File: src/rtl/fetch_next_pc.sv
// Next-PC generator and fetch controller feeding the PC register: boot, stall hold,
// deferred redirects, IF/ID flush/valid. Optional halt state under `FETCH_HALT_EN.
module fetch_next_pc #(
  parameter logic [31:0] RESET_VECTOR = 32'h0000_0000,
  parameter logic [31:0] PC_STEP      = 32'd1
) (
  input  logic        clk,
  input  logic        clear,
  input  logic [31:0] pc_cur,
  output logic [31:0] pc_next,
  input  logic        stall,
  input  logic        br_taken,
  input  logic [31:0] br_target,
  input  logic        jmp,
  input  logic [26:0] jmp_target,
`ifdef FETCH_HALT_EN
  input  logic        halt,
`endif
  output logic        flush,
  output logic        fetch_valid,
  output logic        redirect_pending,
  output logic [1:0]  state_dbg
);

  // Handshake-free block: every output is valid every cycle; the PC register
  // downstream captures pc_next unconditionally on each rising edge.
  typedef enum logic [1:0] {
    BOOT = 2'd0,
    RUN  = 2'd1,
    HOLD = 2'd2
`ifdef FETCH_HALT_EN
    ,
    HALT = 2'd3
`endif
  } state_t;

  state_t      state, state_n;
  logic        pend_valid, pend_valid_n;
  logic        pend_is_br, pend_is_br_n;
  logic [31:0] pend_target, pend_target_n;

  logic        live_req;
  logic [31:0] live_target;
  logic        live_wins;

  assign live_req    = br_taken | jmp;
  assign live_target = br_taken ? br_target : {5'b0, jmp_target};
  // A live request beats the pending one unless it is a jump against a pending branch.
  assign live_wins   = br_taken | (jmp & ~pend_is_br);

  always_comb begin
    state_n       = state;
    pend_valid_n  = pend_valid;
    pend_is_br_n  = pend_is_br;
    pend_target_n = pend_target;
    pc_next       = pc_cur;
    flush         = 1'b0;
    fetch_valid   = 1'b0;

    case (state)
      BOOT: begin
        pc_next = RESET_VECTOR;
        state_n = RUN;
      end
      RUN: begin
        if (stall) begin
          if (live_req) begin
            pend_valid_n  = 1'b1;
            pend_is_br_n  = br_taken;
            pend_target_n = live_target;
            state_n       = HOLD;
          end
        end else begin
          fetch_valid = 1'b1;
          if (live_req) begin
            pc_next = live_target;
            flush   = 1'b1;
          end else begin
            pc_next = pc_cur + PC_STEP;
          end
        end
      end
      HOLD: begin
        if (stall) begin
          if (live_wins) begin
            pend_is_br_n  = br_taken;
            pend_target_n = live_target;
          end
        end else begin
          pc_next      = live_wins ? live_target : pend_target;
          flush        = 1'b1;
          fetch_valid  = 1'b1;
          pend_valid_n = 1'b0;
          state_n      = RUN;
        end
      end
`ifdef FETCH_HALT_EN
      HALT: begin
        pc_next = pc_cur;
      end
`endif
      default: begin
        state_n = BOOT;
      end
    endcase

`ifdef FETCH_HALT_EN
    if (halt && (state == RUN || state == HOLD)) begin
      state_n      = HALT;
      pend_valid_n = 1'b0;
    end
`endif

    if (clear) begin
      state_n      = BOOT;
      pend_valid_n = 1'b0;
      pc_next      = RESET_VECTOR;
      flush        = 1'b0;
      fetch_valid  = 1'b0;
    end
  end

  always_ff @(posedge clk) begin
    if (clear) begin
      state       <= BOOT;
      pend_valid  <= 1'b0;
      pend_is_br  <= 1'b0;
      pend_target <= 32'h0;
    end else begin
      state       <= state_n;
      pend_valid  <= pend_valid_n;
      pend_is_br  <= pend_is_br_n;
      pend_target <= pend_target_n;
    end
  end

  // Forced low during clear so the strobe is clean in the reset cycle itself.
  assign redirect_pending = pend_valid & ~clear;
  assign state_dbg        = state;

endmodule

File: config.mk
export PLATFORM = sky130hd
export DESIGN_NAME = fetch_next_pc
export DESIGN_NICKNAME = d
export VERILOG_FILES = /design/src/rtl/fetch_next_pc.sv
export SDC_FILE = /design/constraint.sdc
export NUM_CORES = 1
export LEC_CHECK = 0
export BUFFER_PORTS_ARGS = -buffer_cell sky130_fd_sc_hd__buf_2
export CAP_MARGIN = 20
export CORE_MARGIN = 3
export CORE_UTILIZATION = 47
export CTS_BUF_LIST = sky130_fd_sc_hd__clkbuf_16
export CTS_CLUSTER_SIZE = 12
export DETAILED_ROUTE_END_ITERATION = 16
export GPL_TIMING_DRIVEN = 0
export PLACE_DENSITY = 0.78
export SYNTH_ARGS = -nofsm -noshare
export SYNTH_HDL_FRONTEND = slang
export SYNTH_SLANG_ARGS = --single-unit
export TNS_END_PERCENT = 10
File: constraint.sdc
create_clock -name clk -period 2.7 [get_ports clk]
set_input_delay 0.54 -clock clk [delete_from_list [all_inputs] [get_ports clk]]
set_output_delay 0.54 -clock clk [all_outputs]
set_load 0.03 [all_outputs]
# After elaboration in Yosys (flattened, before gate mapping)
# Cells that the tools add are included.
[classes]
addsub = 1
bitwise = 6
n_reduce_logical = 7
mux = 31
eq_ne = 7
[op_table]
columns = ["cell", "n"]
rows = [
  ["two-way mux 32 bit", 9],
  ["one-hot mux 32 bit (3 select lines)", 1],
  ["one-hot mux 32 bit (2 select lines)", 1],
  ["adder 32 x 1 -> 32 bit, second input constant", 1],
  ["two-way mux 1 bit", 13],
  ["!= test 2 bit, second input constant", 5],
  ["AND reduction 4 bit", 2],
  ["two-way mux 2 bit", 3],
  ["one-hot mux 1 bit (2 select lines)", 3],
  ["one-hot mux 2 bit (3 select lines)", 1],
  ["AND reduction 5 bit", 1],
  ["AND reduction 3 bit", 1],
  ["AND 1 bit", 2],
  ["== test 2 x 1 -> 1 bit, second input constant", 1],
  ["== test 2 bit, second input constant", 1],
  ["zero test 2 bit", 1],
  ["inverter 1 bit", 2],
  ["bitwise OR 1 bit", 2],
  ["nonzero test 2 bit", 1],
  ["OR reduction 2 bit", 1],
]
[word_totals]
word_cells = 56
ff_bits = 36
out_inout_bits = 37
input_bits = 96

# Depth between registers and ports, before layout
# Gate-level depths: netlist of run 1.
[logic_depth]
word_depth = 7
mapped_depth = 9
ltp_nobuf = 7

# Least setup slack after synthesis of run 1
# OpenSTA, ideal clock, no wires.
[synth_timing]
path_type = "input port to output port"
from = "input port br_taken"
to = "output port pc_next[20]"
cell_stages = 7
t_required_ns = 2.160
n_path_buf = 2
t_arrival_ns = 2.654
setup_slack_ns = -0.494
path_cell_list = "clkbuf_1 > or2_2 > clkbuf_1 > nor2_1 > or4b_1 > a31o_2 > a211oi_1"
[synth_between]
elab_chain_len = 5
elab_cells_between_ends = 9
classes_between = "7 x mux; 2 x bitwise"
[synth_rtl]
columns = ["item", "line_no", "source"]
rows = [
  ["start: declaration", "12", "input logic br_taken,"],
  ["two-way mux 32 bit, or another cell as far along", "47", "assign live_target = br_taken ? br_target : {5'b0, jmp_target};"],
  ["two-way mux 32 bit (on tied branches)", "-", ""],
  ["two-way mux 32 bit (on tied branches)", "84, 66", ""],
  ["one-hot mux 32 bit (3 select lines) (*)", "60", "case (state)"],
  ["two-way mux 32 bit (*)", "114", "if (clear) begin"],
  ["end: declaration", "10", "output logic [31:0] pc_next,"],
]
# Mark *: on every way between the ends. The rest lies on a longest branch, timed or not.

# Worst setup path in the final report of run 1
[layout_timing]
from = "input port pc_cur[21]"
to = "output port pc_next[30]"
[layout_between]
elab_chain_len = 5
[layout_rtl]
columns = ["item", "line_no", "source"]
rows = [
  ["start: declaration", "9", "input logic [31:0] pc_cur,"],
  ["adder 32 x 1 -> 32 bit", "79", "pc_next = pc_cur + PC_STEP;"],
  ["two-way mux 32 bit", "75", "if (live_req) begin"],
  ["two-way mux 32 bit", "66", "if (stall) begin"],
  ["one-hot mux 32 bit (3 select lines)", "60", ""],
  ["two-way mux 32 bit", "114", ""],
]
# Every way passes these cells.

==> qor.yml, run 1 <==
place_inst: 819
clock_path_buffers: 2
post-route-cell-area_um2: 6010
fin_crit_sh_pct: 109
drc: 0
numPortBuffers: 129
dp_hpwl_mm: 15.1
required_ns: 2.16
grtUsageTotal_pct: 41.4
ys_async_sr_fraction_pct: 0
viasPerCell: 7.22
crit_path_end_kind: "output pin"
r2r_slack_ns: 0.09
core_area_um2: 8340
critPathLaunchType: "input pin"
numCtsBuffers: 5
grt_max_degree: 11
num_vias: 6149
powerDensity_nw_per_um2: 430
synth_area_per_cell_um2: 7.02
status: "finished, violations left"
dieArea_um2: 9890
drtPass1Iterations: 6
placed_area_um2: 4940
diodes: 0
ios: 133
power_mw: 2.58
cp.arrival_ns: 2.40
fin_nets: 848
synth_area_leaders: "dfxtp_1, a211oi_1, mux2i_1, nor2_1, nand2_1"
cts_sinks: 36
first_iter_violations: 874
r2r-end: "pend_target[13]"
yosysUniqueCellTypes: 70
root_buffer: "clkbuf_16"
grt_pass1_wl_mm: 31.8
violations: "setup timing"
initial_core_util_pct: 49.2
synth_warnings: 0
fp-row-count: 33
postCtsHoldBufs: 0
routed_wl_mm: 21.7
die_x_um: 99.5
first_global_vias: 5857
cts_tree: "yes"
final.setup_skew_ns: 0.00361
worst_pin_slew_ns: 0.995
clk_latency_ns: 0.29
syn-cell-area_um2: 4110
synth_nets: 686
slew_headroom_pct: 33.7
peakVddDrop_mv: 0.250
final_cell_mix: "buf_2, buf_4, nor2_1"
final_common_cell: "buf_2"
power_leakage_nw: 2.49
wl_met3_mm: 3.13
setup_slack_ns: -0.245
synth_top_area_share_pct: 17.6
min_from: "pend_valid"
grt_antenna_before_repair: 0
final_cells: 852
gp_congestion: 1.04
hold_ws_ns: 0.480
synth_edf_count: 0
wl_met2_mm: 9.11
syn_inst: 585
fin_crit_ns: 2.94
highest_layer: "met4"
hold_class: "flip-flop to flip-flop"
wl_per_cell_um: 25.4
rsz0062_at_grt: "yes"
synth_top_cell_by_area: "dfxtp_1"
clk_pin_slew_ns: 0.06
synth-main-ff-cell: "dfxtp_1"
slew_viol_final: 0
die_height_um: 99.5
worst-path-max-fanout: 8
worstSetupPathType: "input pin to output pin"
seq_area_frac_synth_pct: 17.6
setup_violations: 20
syn_to_final_growth_pct: 46.5
r2r_start: "state_dbg[1]"
dp_slack_ns: -0.801
hold_path_depth: 2
r2r_cells: 8
cts_max_level: 2
fmax_mhz: 340
ys_ff_latch: 36
tns_ns: -2.02
overflow: 0
fin_util_pct: 72.1
final.fill_count: 684
max_cap_violations: 0
hold_end: "pend_valid"
hold_viol: 0
met1_length_mm: 7.58
ant_nets: 0
layout-drive-gt1-share_pct: 39.8
[worst max path at each step]
stage / depth (start not counted) / to / startpoint
final: 7 / pc_next[30] / pc_cur[21]
after global routing: 7 / pc_next[30] / pc_cur[21]
after CTS: 8 / pc_next[19] / pc_cur[12]
after detailed placement: 8 / pc_next[14] / state_dbg[0]
after global placement: 8 / pc_next[14] / state_dbg[0]
after floorplan: 6 / pc_next[1] / br_taken
[worst max-delay path, stage by stage]
cell and delay [ns]:
buf_2 0.17, nand4_1 0.24, or3_4 0.46, nor4_4 0.35, o31ai_2 0.11, a221oi_2 0.32
buf_4 0.23
[flip-flops by register name, summed over array words and instances (netlist names)]
| register | cells |
|---|---|
| pend_target | 32 |
| pend_valid | 1 |
| pend_is_br | 1 |
| state_dbg | 2 |
[metal layers]
metal / vias up / global-route usage, %
met1: 2749 / 51.2
met5: - / 0
li1: 2588 / -
met3: 183 / 10.7
met4: 0 / 26.8
met2: 629 / 63.5
[area by class of cell]
class / count / area, um2 / area share [%]
Multi-Input combinational cell: 479 / 3520 / 58.6
Timing Repair Buffer: 159 / 1040 / 17.4
Sequential cell: 36 / 729 / 12.1
Buffer: 51 / 392 / 6.51
Tap cell: 105 / 131 / 2.18
Clock buffer: 5 / 125 / 2.08
Inverter: 15 / 60.1 / 0.999
Clock inverter: 2 / 7.51 / 0.125
[logic make-up (layout without fill, tap and decap cells)]
logic type | Yosys count | after routing | synth area share, %
AOI/OAI and AO/OA | 218 | 218 | 38.1
muxes | 29 | 29 | 7.10
and+or+nand+nor | 222 | 222 | 27.0
xor gates and xnor gates | 5 | 5 | 1.07
DFF | 36 | 36 | 17.6
adders and majority gates | 5 | 5 | 1.52
buffers and inverters | 70 | 232 | 7.74
[power by group]
| group | internal (mW) | total (mW) | leakage [nW] | switching [mW] |
|---|---|---|---|---|
| combinational | 0.512 | 1.36 | 2.12 | 0.851 |
| sequential | 0.599 | 0.644 | 0.297 | 0.0449 |
| clock | 0.331 | 0.577 | 0.0648 | 0.245 |
| total | 1.44 | 2.58 | 2.49 | 1.14 |
[repair_timing]
action	4_1_cts	5_1_grt
pin swaps	27	18
buffers inserted	19	11
resized for setup	159	66
endpoints found under the hold margin	0	0
endpoints found under the setup margin	60	49
[synthesized netlist by cell type, types with 5 or more instances]
library cell and number:
a211oi_1 38, a21o_1 7, a21oi_1 36, a221oi_1 9, a311oi_1 7, a31o_2 10, a31oi_1 13, a32oi_1 6
and4_1 6, buf_2 11, buf_4 8, clkbuf_1 31, dfxtp_1 36, ha_1 5, inv_1 15, mux2i_1 28
nand2_1 50, nand2b_1 6, nand3_1 21, nand4_1 12, nor2_1 72, nor2b_1 7, nor3_1 11, o211ai_1 15
o21ai_0 31, o221ai_1 5, o31ai_1 7, or3_1 5, or4_1 6
No activity file was read; power rests on OpenSTA's default activity.
==> run 2, diff against run 1 <==
--- a/config.mk
+++ b/config.mk
@@ -8,12 +8,12 @@
 export BUFFER_PORTS_ARGS = -buffer_cell sky130_fd_sc_hd__buf_2
 export CAP_MARGIN = 20
 export CORE_MARGIN = 3
-export CORE_UTILIZATION = 47
+export CORE_UTILIZATION = 50
 export CTS_BUF_LIST = sky130_fd_sc_hd__clkbuf_16
 export CTS_CLUSTER_SIZE = 12
 export DETAILED_ROUTE_END_ITERATION = 16
 export GPL_TIMING_DRIVEN = 0
-export PLACE_DENSITY = 0.78
+export PLACE_DENSITY = 0.79
 export SYNTH_ARGS = -nofsm -noshare
 export SYNTH_HDL_FRONTEND = slang
 export SYNTH_SLANG_ARGS = --single-unit
==> constraint.sdc (replaced) <==
create_clock -name clk -period 2.9 [get_ports clk]
set_input_delay 0.58 -clock clk [delete_from_list [all_inputs] [get_ports clk]]
set_output_delay 0.58 -clock clk [all_outputs]
set_load 0.03 [all_outputs]
==> run 2 against run 1 <==
Net effect: the flow still finishes with violations (setup timing); cell count down 2.1%; clock skew up 0.00065 ns; worst hold slack better by 0.022 ns; critical path depth up 3; combinational power down 13%.
==> qor.yml, run 2 (synthesis gave the netlist of run 1 again) <==
status: "finished, violations left"
violations: "setup timing"
ant_nets: 0  # unchanged
grt_busiest_layer: "met2"
slew_viol_final: 0  # unchanged
grtUsageTotal_pct: 44.2  # +2.8 points
hold_class: "flip-flop to flip-flop"
grt_pass1_wl_mm: 33.0  # +3.6%
die_height_um: 96.6  # -2.9%
initial_core_util_pct: 52.3  # +3.1 points
ios: 133  # unchanged
cts_tree: "yes"
setup_violations: 17  # -15%
worst_pin_slew_ns: 0.854  # -0.142 ns
hold_viol: 0  # unchanged
worst-path-max-fanout: 5  # -3
final_cell_mix: "buf_2, nor2_1, buf_4"
regArea_um2: 723  # -0.86%
fp-row-count: 32  # -3.0%
root_buffer: "clkbuf_16"
gp_congestion: 0.990  # -4.7%
grt_antenna_before_repair: 0  # unchanged
first_global_vias: 6039  # +3.1%
cp.arrival_ns: 2.42  # +0.02 ns
overflow: 0  # unchanged
tns_ns: -0.716  # +1.30 ns
max_cap_violations: 0  # unchanged
powerDensity_nw_per_um2: 412  # -4.1%
wl_per_cell_um: 25.9  # +1.7%
grt_util_met1_pct: 57.1  # +6.0 points
power_leakage_nw: 2.35  # -5.6%
drtPass1Iterations: 8  # +2
peakVddDrop_mv: 0.328  # +31%
viasPerCell: 7.37  # +2.1%
first_iter_violations: 851  # -2.6%
regMostFlops: "pend_target"
r2r_slack_ns: 0.10  # about the same
largest_reg_flops: 32  # unchanged
post-route-cell-area_um2: 5640  # -6.2%
power_mw: 2.32  # -10%
clk_pin_slew_ns: 0.06  # about the same
grt_max_degree: 11  # unchanged
rsz0062_at_grt: "yes"
fin_nets: 833  # -1.8%
place_inst: 816  # -0.37%
clk_latency_ns: 0.29  # about the same
critPathLaunchType: "input pin"
fmax_mhz: 334
placed_area_um2: 4900  # -0.71%
dp_hpwl_mm: 15.2  # +0.80%
crit_path_end_kind: "output pin"
clock_path_buffers: 2  # unchanged
final_cells: 834  # -2.1%
required_ns: 2.32  # +0.16 ns
drc: 0  # unchanged
routed_wl_mm: 21.6  # -0.47%
slew_headroom_pct: 43.1  # +9.4 points
core_area_um2: 7850  # -5.9%
numCtsBuffers: 5  # unchanged
die_x_um: 96.6  # -2.9%
num_vias: 6144  # -0.081%
worstSetupPathType: "input pin to output pin"
diodes: 0  # unchanged
dieArea_um2: 9340  # -5.6%
grtUsageMet3_pct: 13.6  # +3.0 points
final_common_cell: "buf_2"
multiInputGateArea_um2: 3360  # -4.8%
cts_sinks: 36  # unchanged
met2_usage_pct: 64.7  # +1.2 points
final.fill_count: 663  # -3.1%
fin_crit_ns: 3.00
layout-drive-gt1-share_pct: 35.9  # -3.8 points
fin_crit_sh_pct: 103
cts_max_level: 2  # unchanged
syn_to_final_growth_pct: 37.4
numPortBuffers: 129  # unchanged
final.setup_skew_ns: 0.00426  # +0.000650 ns
setup_slack_ns: -0.0980  # +0.147 ns
==> run 2: final timing paths <==
check | start | end | cells past startpoint
worst max-delay path | pc_cur[0] | pc_next[8] | 10
worst min-delay path | pend_target[25] | pend_target[25] | 2
worst min register to register | pend_target[25] | pend_target[25] | 2
worst max register to register | state_dbg[1] | pend_target[3] | 7
==> run 2: metrics by stage <==
step	utilization, %	setup slack (ns)	hold slack [ns]
after detailed placement	62.5	-0.703	0.480
after global routing	71.9	-0.127	0.521
after global placement	62.5	-0.692	0.461
after CTS	70.1	-0.0597	0.490
final	71.9	-0.0980	0.503
after floorplan	-	-0.255	0.449
==> run 2: cell type report <==
class                   instances  share of cell area [%]
plain buffers                  50                    6.27
clock buffers                   5                    2.22
clock inverters                 2                   0.155
inverters                      15                    1.06
multi-input cells             479                    59.5
flip-flops and latches         36                    12.8
well taps                     102                    2.26
repair buffers                145                    15.7
==> run 2: power by group <==
| part | total [mW] | internal (mW) | switching, mW |
|---|---|---|---|
| logic | 1.18 | 0.425 | 0.752 |
| clock network | 0.545 | 0.310 | 0.235 |
| registers | 0.602 | 0.557 | 0.0449 |
| total | 2.32 | 1.29 | 1.03 |
==> run 2: what timing repair did <==
action                     CTS  global route
setup buffers               14             2
setup endpoints to repair   52            45
resized for setup          121            47
hold buffers                 0             0
pin swaps                   21            11
==> run 2: layer usage <==
layer	share of wire, %	routed length [um]
met4	6.5	1410
met2	42	9020
met5	0	0
met1	35	7630
met3	16	3510
==> run 2: critical path: stages <==
cell	delay (ns)
buf_12	0.09
ha_4	0.17
nand4_1	0.22
buf_4	0.22
buf_4	0.15
o211ai_1	0.22
a31o_2	0.20
a221oi_2	0.05
a211oi_1	0.29
buf_4	0.22
